<file path="src/rtl/decode1_lanes.sv">
`default_nettype none
// ============================================================================
//  Module      : decode1_lanes
//  Description : Multi-lane first-stage RV32 decoder. Classifies each lane of
//                an incoming bundle into unit / operand / immediate enables
//                and registers the result behind a 2-entry skid buffer with
//                valid/ready handshakes on both sides. Counts delivered lanes.
//                Optional M-extension decode is enabled by DECODE1_MULDIV_EN.
//  Revision    : 1.0 - initial release
// ============================================================================
module decode1_lanes #(
    parameter int LANES = 2,
    parameter int CNT_W = 32
) (
    input  logic                  clk,
    input  logic                  rst_n,
    input  logic                  flush,
    input  logic                  in_valid,
    output logic                  in_ready,
    input  logic [LANES-1:0]      in_lane_vld,
    input  logic [LANES*32-1:0]   in_ins,
    output logic                  out_valid,
    input  logic                  out_ready,
    output logic [LANES-1:0]      out_lane_vld,
    output logic [LANES*32-1:0]   out_ins,
    output logic [LANES-1:0]      out_rs1_en,
    output logic [LANES-1:0]      out_rs2_en,
    output logic [LANES-1:0]      out_wb_en,
    output logic [LANES-1:0]      out_int_en,
    output logic [LANES-1:0]      out_muldiv_en,
    output logic [LANES-1:0]      out_mem_en,
    output logic [LANES-1:0]      out_bj_en,
    output logic [LANES-1:0]      out_s1_sign,
    output logic [LANES-1:0]      out_s2_sign,
    output logic [LANES-1:0]      out_iimm_u_en,
    output logic [LANES-1:0]      out_iimm_s_en,
    output logic [LANES-1:0]      out_uimm_en,
    output logic [LANES-1:0]      out_ujimm_en,
    output logic [LANES-1:0]      out_sbimm_en,
    output logic [LANES-1:0]      out_shamt_en,
    output logic [LANES-1:0]      out_illegal,
    output logic                  out_mem_any,
    output logic [CNT_W-1:0]      decoded_cnt
);

    // Bit positions of the per-lane decode fields inside one field word
    localparam int c_NF       = 16;
    localparam int c_F_RS1    = 0;
    localparam int c_F_RS2    = 1;
    localparam int c_F_WB     = 2;
    localparam int c_F_INT    = 3;
    localparam int c_F_MULDIV = 4;
    localparam int c_F_MEM    = 5;
    localparam int c_F_BJ     = 6;
    localparam int c_F_S1     = 7;
    localparam int c_F_S2     = 8;
    localparam int c_F_IIMMU  = 9;
    localparam int c_F_IIMMS  = 10;
    localparam int c_F_UIMM   = 11;
    localparam int c_F_UJIMM  = 12;
    localparam int c_F_SBIMM  = 13;
    localparam int c_F_SHAMT  = 14;
    localparam int c_F_ILL    = 15;

    // Skid-buffer occupancy states
    localparam logic [1:0] c_ST_EMPTY = 2'd0;
    localparam logic [1:0] c_ST_ONE   = 2'd1;
    localparam logic [1:0] c_ST_TWO   = 2'd2;

    logic [LANES-1:0][c_NF-1:0] w_decFld;
    logic [LANES*32-1:0]        w_decIns;

    logic [1:0]                 r_state;
    logic                       r_outValid;
    logic                       r_inReady;
    logic [LANES-1:0]           r_outLaneVld;
    logic [LANES*32-1:0]        r_outIns;
    logic [LANES-1:0][c_NF-1:0] r_outFld;
    logic [LANES-1:0]           r_skdLaneVld;
    logic [LANES*32-1:0]        r_skdIns;
    logic [LANES-1:0][c_NF-1:0] r_skdFld;
    logic [CNT_W-1:0]           r_cnt;
    logic [CNT_W-1:0]           w_pop;

    logic w_accept;
    logic w_drain;

    // A bundle presented during flush is dropped, never captured
    assign w_accept = in_valid & r_inReady & ~flush;
    assign w_drain  = r_outValid & out_ready;

    for (genvar gi = 0; gi < LANES; gi++) begin : g_dec
        logic [31:0]     w_ins;
        logic [6:0]      w_op;
        logic [2:0]      w_f3;
        logic            w_mdEnc;
        logic            w_muldiv;
        logic            w_mdIll;
        logic            w_mem;
        logic            w_bj;
        logic            w_int;
        logic            w_wb;
        logic            w_uns;
        logic            w_s1;
        logic            w_s2;
        logic            w_iimmU;
        logic            w_iimmS;
        logic [c_NF-1:0] w_fld;
        logic [31:0]     w_insOut;

        assign w_ins   = in_ins[32*gi +: 32];
        assign w_op    = w_ins[6:0];
        assign w_f3    = w_ins[14:12];
        // OP-class encoding with funct7[0] set: the M-extension group
        assign w_mdEnc = (w_op[5:2] == 4'b1100) & w_ins[25];
`ifdef DECODE1_MULDIV_EN
        assign w_muldiv = w_mdEnc;
        assign w_mdIll  = 1'b0;
`else
        assign w_muldiv = 1'b0;
        assign w_mdIll  = w_mdEnc;
`endif
        assign w_mem   = ~w_op[6] & (w_op[4:2] == 3'b000) & w_op[0];
        assign w_bj    = (w_op[6:5] == 2'b11);
        assign w_int   = w_op[4] & ~w_mdEnc;
        assign w_wb    = (w_op[2] | w_op[4] | (w_mem & ~w_op[5]))
                       & (w_ins[11:7] != 5'd0) & ~w_mdIll;
        assign w_uns   = (w_int & (w_f3 == 3'b011))
                       | (w_bj & w_f3[1])
                       | (w_muldiv & ((w_f3[1:0] == 2'b11) | ({w_f3[2], w_f3[0]} == 2'b11)));
        assign w_s1    = ~w_uns;
        assign w_s2    = w_muldiv ? ((~w_f3[2] & ~w_f3[1]) | (w_f3[2] & ~w_f3[0])) : w_s1;
        assign w_iimmU = w_int & (w_f3 == 3'b011) & ~w_op[5];
        assign w_iimmS = (w_mem & ~w_op[5]) | (w_op[4:2] == 3'b001)
                       | (w_int & ~w_op[5] & ~w_op[2] & (w_f3[1:0] != 2'b01) & ~w_iimmU);

        // Pack the lane's decode; empty lanes carry all-zero fields and word
        always_comb begin
            w_fld    = '0;
            w_insOut = '0;
            if (in_lane_vld[gi]) begin
                w_fld[c_F_RS1]    = ~(w_op[2] & (w_op[3] | w_op[4]));
                w_fld[c_F_RS2]    = w_op[5] & ~w_op[2];
                w_fld[c_F_WB]     = w_wb;
                w_fld[c_F_INT]    = w_int;
                w_fld[c_F_MULDIV] = w_muldiv;
                w_fld[c_F_MEM]    = w_mem;
                w_fld[c_F_BJ]     = w_bj;
                w_fld[c_F_S1]     = w_s1;
                w_fld[c_F_S2]     = w_s2;
                w_fld[c_F_IIMMU]  = w_iimmU;
                w_fld[c_F_IIMMS]  = w_iimmS;
                w_fld[c_F_UIMM]   = w_op[2];
                w_fld[c_F_UJIMM]  = w_op[3];
                w_fld[c_F_SBIMM]  = ~w_op[2];
                w_fld[c_F_SHAMT]  = ~w_op[5];
                w_fld[c_F_ILL]    = (w_op[1:0] != 2'b11) | w_mdIll;
                w_insOut          = w_ins;
            end
        end

        assign w_decFld[gi]          = w_fld;
        assign w_decIns[32*gi +: 32] = w_insOut;
    end

    // Skid-buffer control and bundle storage; OUT is refilled whenever it is
    // empty or draining, SKD only catches a bundle arriving while OUT stalls
    always_ff @(posedge clk or negedge rst_n) begin
        if (!rst_n) begin
            r_state      <= c_ST_EMPTY;
            r_outValid   <= 1'b0;
            r_inReady    <= 1'b1;
            r_outLaneVld <= '0;
            r_outIns     <= '0;
            r_outFld     <= '0;
            r_skdLaneVld <= '0;
            r_skdIns     <= '0;
            r_skdFld     <= '0;
        end else if (flush) begin
            r_state      <= c_ST_EMPTY;
            r_outValid   <= 1'b0;
            r_inReady    <= 1'b1;
            r_outLaneVld <= '0;
            r_outIns     <= '0;
            r_outFld     <= '0;
            r_skdLaneVld <= '0;
            r_skdIns     <= '0;
            r_skdFld     <= '0;
        end else begin
            case (r_state)
                c_ST_EMPTY: begin
                    if (w_accept) begin
                        r_outLaneVld <= in_lane_vld;
                        r_outIns     <= w_decIns;
                        r_outFld     <= w_decFld;
                        r_outValid   <= 1'b1;
                        r_state      <= c_ST_ONE;
                    end
                end
                c_ST_ONE: begin
                    if (w_accept && w_drain) begin
                        r_outLaneVld <= in_lane_vld;
                        r_outIns     <= w_decIns;
                        r_outFld     <= w_decFld;
                    end else if (w_accept) begin
                        r_skdLaneVld <= in_lane_vld;
                        r_skdIns     <= w_decIns;
                        r_skdFld     <= w_decFld;
                        r_inReady    <= 1'b0;
                        r_state      <= c_ST_TWO;
                    end else if (w_drain) begin
                        r_outLaneVld <= '0;
                        r_outIns     <= '0;
                        r_outFld     <= '0;
                        r_outValid   <= 1'b0;
                        r_state      <= c_ST_EMPTY;
                    end
                end
                c_ST_TWO: begin
                    if (w_drain) begin
                        r_outLaneVld <= r_skdLaneVld;
                        r_outIns     <= r_skdIns;
                        r_outFld     <= r_skdFld;
                        r_skdLaneVld <= '0;
                        r_skdIns     <= '0;
                        r_skdFld     <= '0;
                        r_inReady    <= 1'b1;
                        r_state      <= c_ST_ONE;
                    end
                end
                default: begin
                    r_state    <= c_ST_EMPTY;
                    r_outValid <= 1'b0;
                    r_inReady  <= 1'b1;
                end
            endcase
        end
    end

    // Number of occupied lanes in the bundle currently on the output
    always_comb begin
        w_pop = '0;
        for (int k = 0; k < LANES; k++) begin
            w_pop = w_pop + CNT_W'(r_outLaneVld[k]);
        end
    end

    // Delivered-lane counter; survives flush, wraps naturally
    always_ff @(posedge clk or negedge rst_n) begin
        if (!rst_n) begin
            r_cnt <= '0;
        end else if (w_drain) begin
            r_cnt <= r_cnt + w_pop;
        end
    end

    for (genvar gi = 0; gi < LANES; gi++) begin : g_out
        assign out_rs1_en[gi]    = r_outFld[gi][c_F_RS1];
        assign out_rs2_en[gi]    = r_outFld[gi][c_F_RS2];
        assign out_wb_en[gi]     = r_outFld[gi][c_F_WB];
        assign out_int_en[gi]    = r_outFld[gi][c_F_INT];
        assign out_muldiv_en[gi] = r_outFld[gi][c_F_MULDIV];
        assign out_mem_en[gi]    = r_outFld[gi][c_F_MEM];
        assign out_bj_en[gi]     = r_outFld[gi][c_F_BJ];
        assign out_s1_sign[gi]   = r_outFld[gi][c_F_S1];
        assign out_s2_sign[gi]   = r_outFld[gi][c_F_S2];
        assign out_iimm_u_en[gi] = r_outFld[gi][c_F_IIMMU];
        assign out_iimm_s_en[gi] = r_outFld[gi][c_F_IIMMS];
        assign out_uimm_en[gi]   = r_outFld[gi][c_F_UIMM];
        assign out_ujimm_en[gi]  = r_outFld[gi][c_F_UJIMM];
        assign out_sbimm_en[gi]  = r_outFld[gi][c_F_SBIMM];
        assign out_shamt_en[gi]  = r_outFld[gi][c_F_SHAMT];
        assign out_illegal[gi]   = r_outFld[gi][c_F_ILL];
    end

    assign in_ready     = r_inReady;
    assign out_valid    = r_outValid;
    assign out_lane_vld = r_outLaneVld;
    assign out_ins      = r_outIns;
    assign out_mem_any  = |(out_mem_en & r_outLaneVld);
    assign decoded_cnt  = r_cnt;

endmodule
`default_nettype wire

</file>
<file path="config.mk">
export PLATFORM = sky130hd
export DESIGN_NAME = decode1_lanes
export DESIGN_NICKNAME = d
export VERILOG_FILES = /design/src/rtl/decode1_lanes.sv
export SDC_FILE = /design/constraint.sdc
export NUM_CORES = 1
export LEC_CHECK = 0
export ABC_AREA = 1
export CORE_UTILIZATION = 50
export DETAILED_ROUTE_END_ITERATION = 8
export HOLD_SLACK_MARGIN = 0.02
export PLACE_DENSITY = 0.78
export SLEW_MARGIN = 15
export SYNTH_ARGS = -nofsm -noshare
export SYNTH_HDL_FRONTEND = slang
export SYNTH_SLANG_ARGS = --single-unit
</file>
<file path="constraint.sdc">
create_clock -name clk -period 2.6 [get_ports clk]
set_clock_uncertainty 0.2 [all_clocks]
set_input_delay 0.39 -clock clk [delete_from_list [all_inputs] [get_ports clk]]
set_output_delay 0.39 -clock clk [all_outputs]
set_load 0.02 [all_outputs]
</file>
-- Word-level counts from Yosys, hierarchy flattened
Index checks and enable logic that the tools add are counted.
- input port bits: 71
- logic and storage cells: 169
- register bits: 232
- memories: 0
- output and inout bits: 133
- bits in writable memories: 0
- latch bits: 0
- memory bits (read-only): 0
- $mul: 0
- equal/unequal tests: 25
- reductions and logical operators: 14
- bitwise gates (word level): 65
- muxes and demuxes: 51
- magnitude comparators: 0
- shift-type cells: 0
- divide/modulo/power cells: 0
- add/subtract/negate cells: 2
- operators with widths (kind ; count):
    two-way mux 64 bit ; 8
    two-way mux 32 bit ; 10
    one-hot mux 64 bit (3 select lines) ; 1
    one-hot mux 64 bit (2 select lines) ; 1
    one-hot mux 32 bit (3 select lines) ; 1
    one-hot mux 32 bit (2 select lines) ; 1
    AND 1 bit ; 35
    adder 32 x 2 -> 32 bit ; 1
    two-way mux 16 bit ; 2
    two-way mux 2 bit ; 13
    inequality test 3 bit, second input constant ; 6
    inverter 1 bit ; 15
    OR 1 bit ; 14
    inequality test 4 bit, second input constant ; 3
    one-hot mux 2 bit (3 select lines) ; 2
    AND reduction 4 bit ; 3
    AND reduction 5 bit ; 2
    nonzero test 5 bit ; 2
    two-way mux 1 bit ; 9
    equality test 4 bit, second input constant ; 2
    inequality test 2 bit, second input constant ; 4
    equality test 2 bit, second input constant ; 3
    equality test 3 x 1 -> 1 bit, second input constant ; 2
    equality test 3 x 2 -> 1 bit, second input constant ; 2
    12 further kinds ; 15

-- Longest topological paths before layout
- word-level depth: 14
- gate-level depth with buffers: 14
- depth with buffers taken out: 13

-- Worst setup path after synthesis
OpenSTA, ideal clock, no wires.
- kind: reg2reg
- start: register r_outLaneVld[0], in the netlist out_lane_vld[0]
- end: register r_cnt[24], in the netlist decoded_cnt[24]
- cell stages (with the launch flop): 12
- required time: 2.277 ns
- setup time: 0.123 ns
- data arrival time: 2.175 ns
- buffers on the path: 0
- path slack: 0.102 ns
- clock period less this slack: 2.498 ns
- cells stage by stage: dfrtp_1 inv_1 fa_1 inv_1 ha_1 nand3_1 nor3_2 nand3_1 nor2_1 nand2_1 o21ai_0 nand2_1
- cells in the longest elaborated chain, start to end: 2
- RTL lines (item ; line ; text):
    from (decl) ; 76 ; logic [LANES-1:0] r_outLaneVld;
    from (signal assigned) ; 193 ; r_outLaneVld <= in_lane_vld;
    from (signal assigned) ; 202 ; r_outLaneVld <= in_lane_vld;
    from (signal assigned) ; 221 ; r_outLaneVld <= r_skdLaneVld;
    adder 1 x 1 -> 2 bit ; 244 ; w_pop = w_pop + CNT_W'(r_outLaneVld[k]);
    adder 32 x 2 -> 32 bit ; 253 ; r_cnt <= r_cnt + w_pop;
    to (signal assigned) ; 253 ;
    to (decl) ; 82 ; logic [CNT_W-1:0] r_cnt;
No other way between the ends.
A chain may end at the register's enable or synchronous reset.

-- Worst setup path after layout
- start: register r_outLaneVld[1], in the netlist out_lane_vld[1]
- end: register r_cnt[30], in the netlist decoded_cnt[30]
Same word-level chain as after synthesis.

==> flow_summary.toml <==
[status]
status = "complete, no violations"

[routing]
drtAntennaViolNets = 0
drc = 0
finalWirelength_um = 27000
drt_iter0_markers = 661
via_per_inst = 5.34
wl_per_cell_um = 16.1
vias = 8954
detail_route.first_pass.iterations = 6

[global_routing]
grt_use_met1 = 0.379
grt_pass1_vias = 8617
met3_usage = 0.0410
antenna_found_initial = 0
grt_pass1_wl_um = 43400
grt_overflow_total = 0
grtUsageTotal = 0.265
grt_util_met2 = 0.427
grt_max_degree = 87
grt_busiest_layer = "met2"

[floorplanning]
start_util = 0.512
rows = 51
ios = 204
die_area_um2 = 20600
coreArea_um2 = 19500
die_height_um = 143
die_x_um = 143

[logic_synthesis]
synth_top_area_cell = "dfrtp_1"
synth_cell_types = 37
synthTopCellsByArea = "dfrtp_1 (54%), nand2_1 (12%), o21ai_1 (7.1%)"
ys_ff_latch = 216
yosys_warnings = 0
ys.flop_type = "dfrtp_1"
synth_cells = 1191
synthDominantCellAreaShare = 0.538
synth_edf_count = 0
netlist_area_um2 = 9990
avgSynthCellArea_um2 = 8.39
yosysSeqAreaShare = 0.541
synth_async_sr_flop_share = 1.00

[critical_path]
crit_start = "out_lane_vld[1]$_DFFE_PN0P_"
crit_slowest_cell = "dfrtp_1"
start_kind = "flip-flop"
max_stage_delay_ns = 0.38
r2r-start = "out_lane_vld[1]$_DFFE_PN0P_"
crit_cells = 10
end_kind = "flip-flop"
regToRegSetupSlack_ns = 0.13
worst-path-max-fanout = 3
required_ns = 2.78
path_class = "reg2reg"
r2r_cells = 10
critical_path_buf_inv_count = 2
cp_top_family = "simple AND/OR/NAND/NOR gates"
cp.arrival_ns = 2.65
path_cells = "inv_1 > fa_2 > inv_1 > ha_4 > nand3_2 > nor3_4 > nand4_1 > nor2_2 > nand2_1 > xnor2_1"
crit_top_cell = "inv_1"

[timing]
period_minus_slack_ns = 2.47
worstMarginPinSlew_ns = 0.661
setup_viol = 0
hold_slack_ns = 0.262
clock.fmax_ghz = 0.405
slew-limit-headroom = 0.559
tns_ns = 0
finalHoldViolCount = 0
rsz0062_at_grt = "false"
period_share = 0.951
drv_slew = 0

[final_layout]
diodes = 0
regArea_um2 = 5410
area_delta_synth_final_pct = 32.3
nFillCells = 1577
final_util = 0.677
multi_input_area_um2 = 3840
nNetsFinal = 1477
drive_gt1_frac = 0.0701
fin_cells = 1677

[placed_design]
hpwl_um = 18100
gp_congestion = 0.950
dp.cells = 1637
io_buffers = 201

[cts]
clockRootBuffer = "clkbuf_16"
ctsHtreeMaxLevel = 1
clockBufferDepth = 3
clock_latency_ns = 0.49
path_clk_slew_ns = 0.06
numClockSinks = 216
cts_made_buffers = 23
cts_tree = "built"

[power_and_ir_drop]
p_comb_frac = 0.367
switching_share = 0.365
p_per_area_nw_per_um2 = 907
leakage_nw = 6.17
internal_power_w = 0.00761
power_switching_w = 0.00438
p_clk_frac = 0.254
power.total_w = 0.0120
peakVddDrop_v = 0.000731
p_seq_frac = 0.379

[worst_hold_path]
hold_path_class = "in2async"

[job]
drv_cap = 0
-- routing by layer --
layer | wire (um) | share of wire
met1 | 12000 | 0.45
met2 | 12600 | 0.47
met3 | 1960 | 0.072
met4 | 427 | 0.016
met5 | 0 | 0
-- worst paths after layout --
path | endpoint
max reg2reg | decoded_cnt[30]$_DFFE_PN0P_
max | decoded_cnt[30]$_DFFE_PN0P_
min | r_skdIns[22]$_DFFE_PN0P_
min in group clk | r_skdIns[22]$_DFFE_PN0P_
min reg2reg | out_illegal[1]$_DFFE_PN0P_
max in group asynchronous | r_skdIns[63]$_DFFE_PN0P_
-- synthesized netlist by cell type, types with 2 or more instances --
cell      number
nand2_1      315
nor2_1        74
o22ai_1       18
buf_4         11
o21ai_1      141
inv_1        123
buf_2         26
xnor2_1        6
nor3_1        18
dfrtp_1      215
inv_2          8
nand4_1       12
o211ai_1       2
nor2_4         2
nand3b_1       3
clkbuf_1      23
nand3_1       41
a21oi_1       52
a22oi_1       36
xor2_1        19
nor3_2         2
o21ai_0       23
ha_1           5
nor2_2         2
nor4_1         2
-- state kept, by name, indices dropped and copies added (netlist names), 24 cells and up --
signal and cells:
out_ins 64, r_skdIns 64, decoded_cnt 32, r_skdFld 24
-- logic make-up (layout without fill, tap and decap cells) --
family,count (synthesis),count (layout),synth area share
simple gates,475,475,0.197
other cells,1,2,0.000375
xor+xnor,25,25,0.0219
flops,216,216,0.541
buf+inv,192,412,0.0795
fa+ha+maj,6,6,0.00826
compound gates,276,276,0.152
-- layout by cell type, fill, tap and decap left out, types with 2 or more instances in the layout --
cell,n
clkdlybuf4s50_1,200
o21ai_1,141
nand3_1,38
ha_1,4
o211ai_1,2
nor2_2,4
conb_1,2
o21ai_0,23
nand3_2,4
buf_4,32
clkbuf_8,3
dfrtp_1,215
xor2_1,19
inv_1,123
nor2_1,72
o22ai_1,18
nor2_4,2
nand3b_1,3
nor3_1,18
a22oi_1,36
buf_12,10
nand2_1,315
clkbuf_16,23
clkinv_2,3
a21oi_1,52
clkbuf_1,8
xnor2_1,6
nor4_1,2
nand4_1,12
inv_2,7
-- layout make-up --
type / instances / area share
clock inverters: 3 / 0.00303
clock buffers: 34 / 0.0489
repair buffers: 244 / 0.187
well taps: 265 / 0.0251
multi-input cells: 784 / 0.290
flip-flops and latches: 216 / 0.409
inverters: 131 / 0.0373
-- repair_timing --
action	in CTS	in global routing
endpoints found under the setup margin	1	5
gates resized for setup	1	7
hold buffers	1	0
pin swaps	0	3
hold endpoints to repair	77	0
buffers inserted	0	2
-- worst register-to-register path: stages, from the launching register on --
cell and delay [ns]:
dfrtp_1 0.38, inv_1 0.10, fa_2 0.38, inv_1 0.13, ha_4 0.16, nand3_2 0.12
nor3_4 0.27, nand4_1 0.23, nor2_2 0.20, nand2_1 0.08, xnor2_1 0.12
-- power by group through the flow --
| stage | Sequential [W] | Clock [W] | Combinational, W |
|---|---|---|---|
| detailed placement | 0.00457 | 0 | 0.00435 |
| global placement | 0.00455 | 0 | 0.00428 |
| finish | 0.00455 | 0.00305 | 0.00440 |
| global route | 0.00462 | 0.00325 | 0.00478 |
| floorplan | 0.00502 | 0 | 0.00195 |
| CTS | 0.00453 | 0.00311 | 0.00437 |
-- through the flow --
step	cell area [um^2]	worst slack, ns
after floorplan	10000	0.102
after global placement	12500	0.139
after detailed placement	12500	0.0758
after CTS	13200	0.0279
after global routing	13200	0.0218
final	13200	0.128
(Power assumes the default switching activity.)
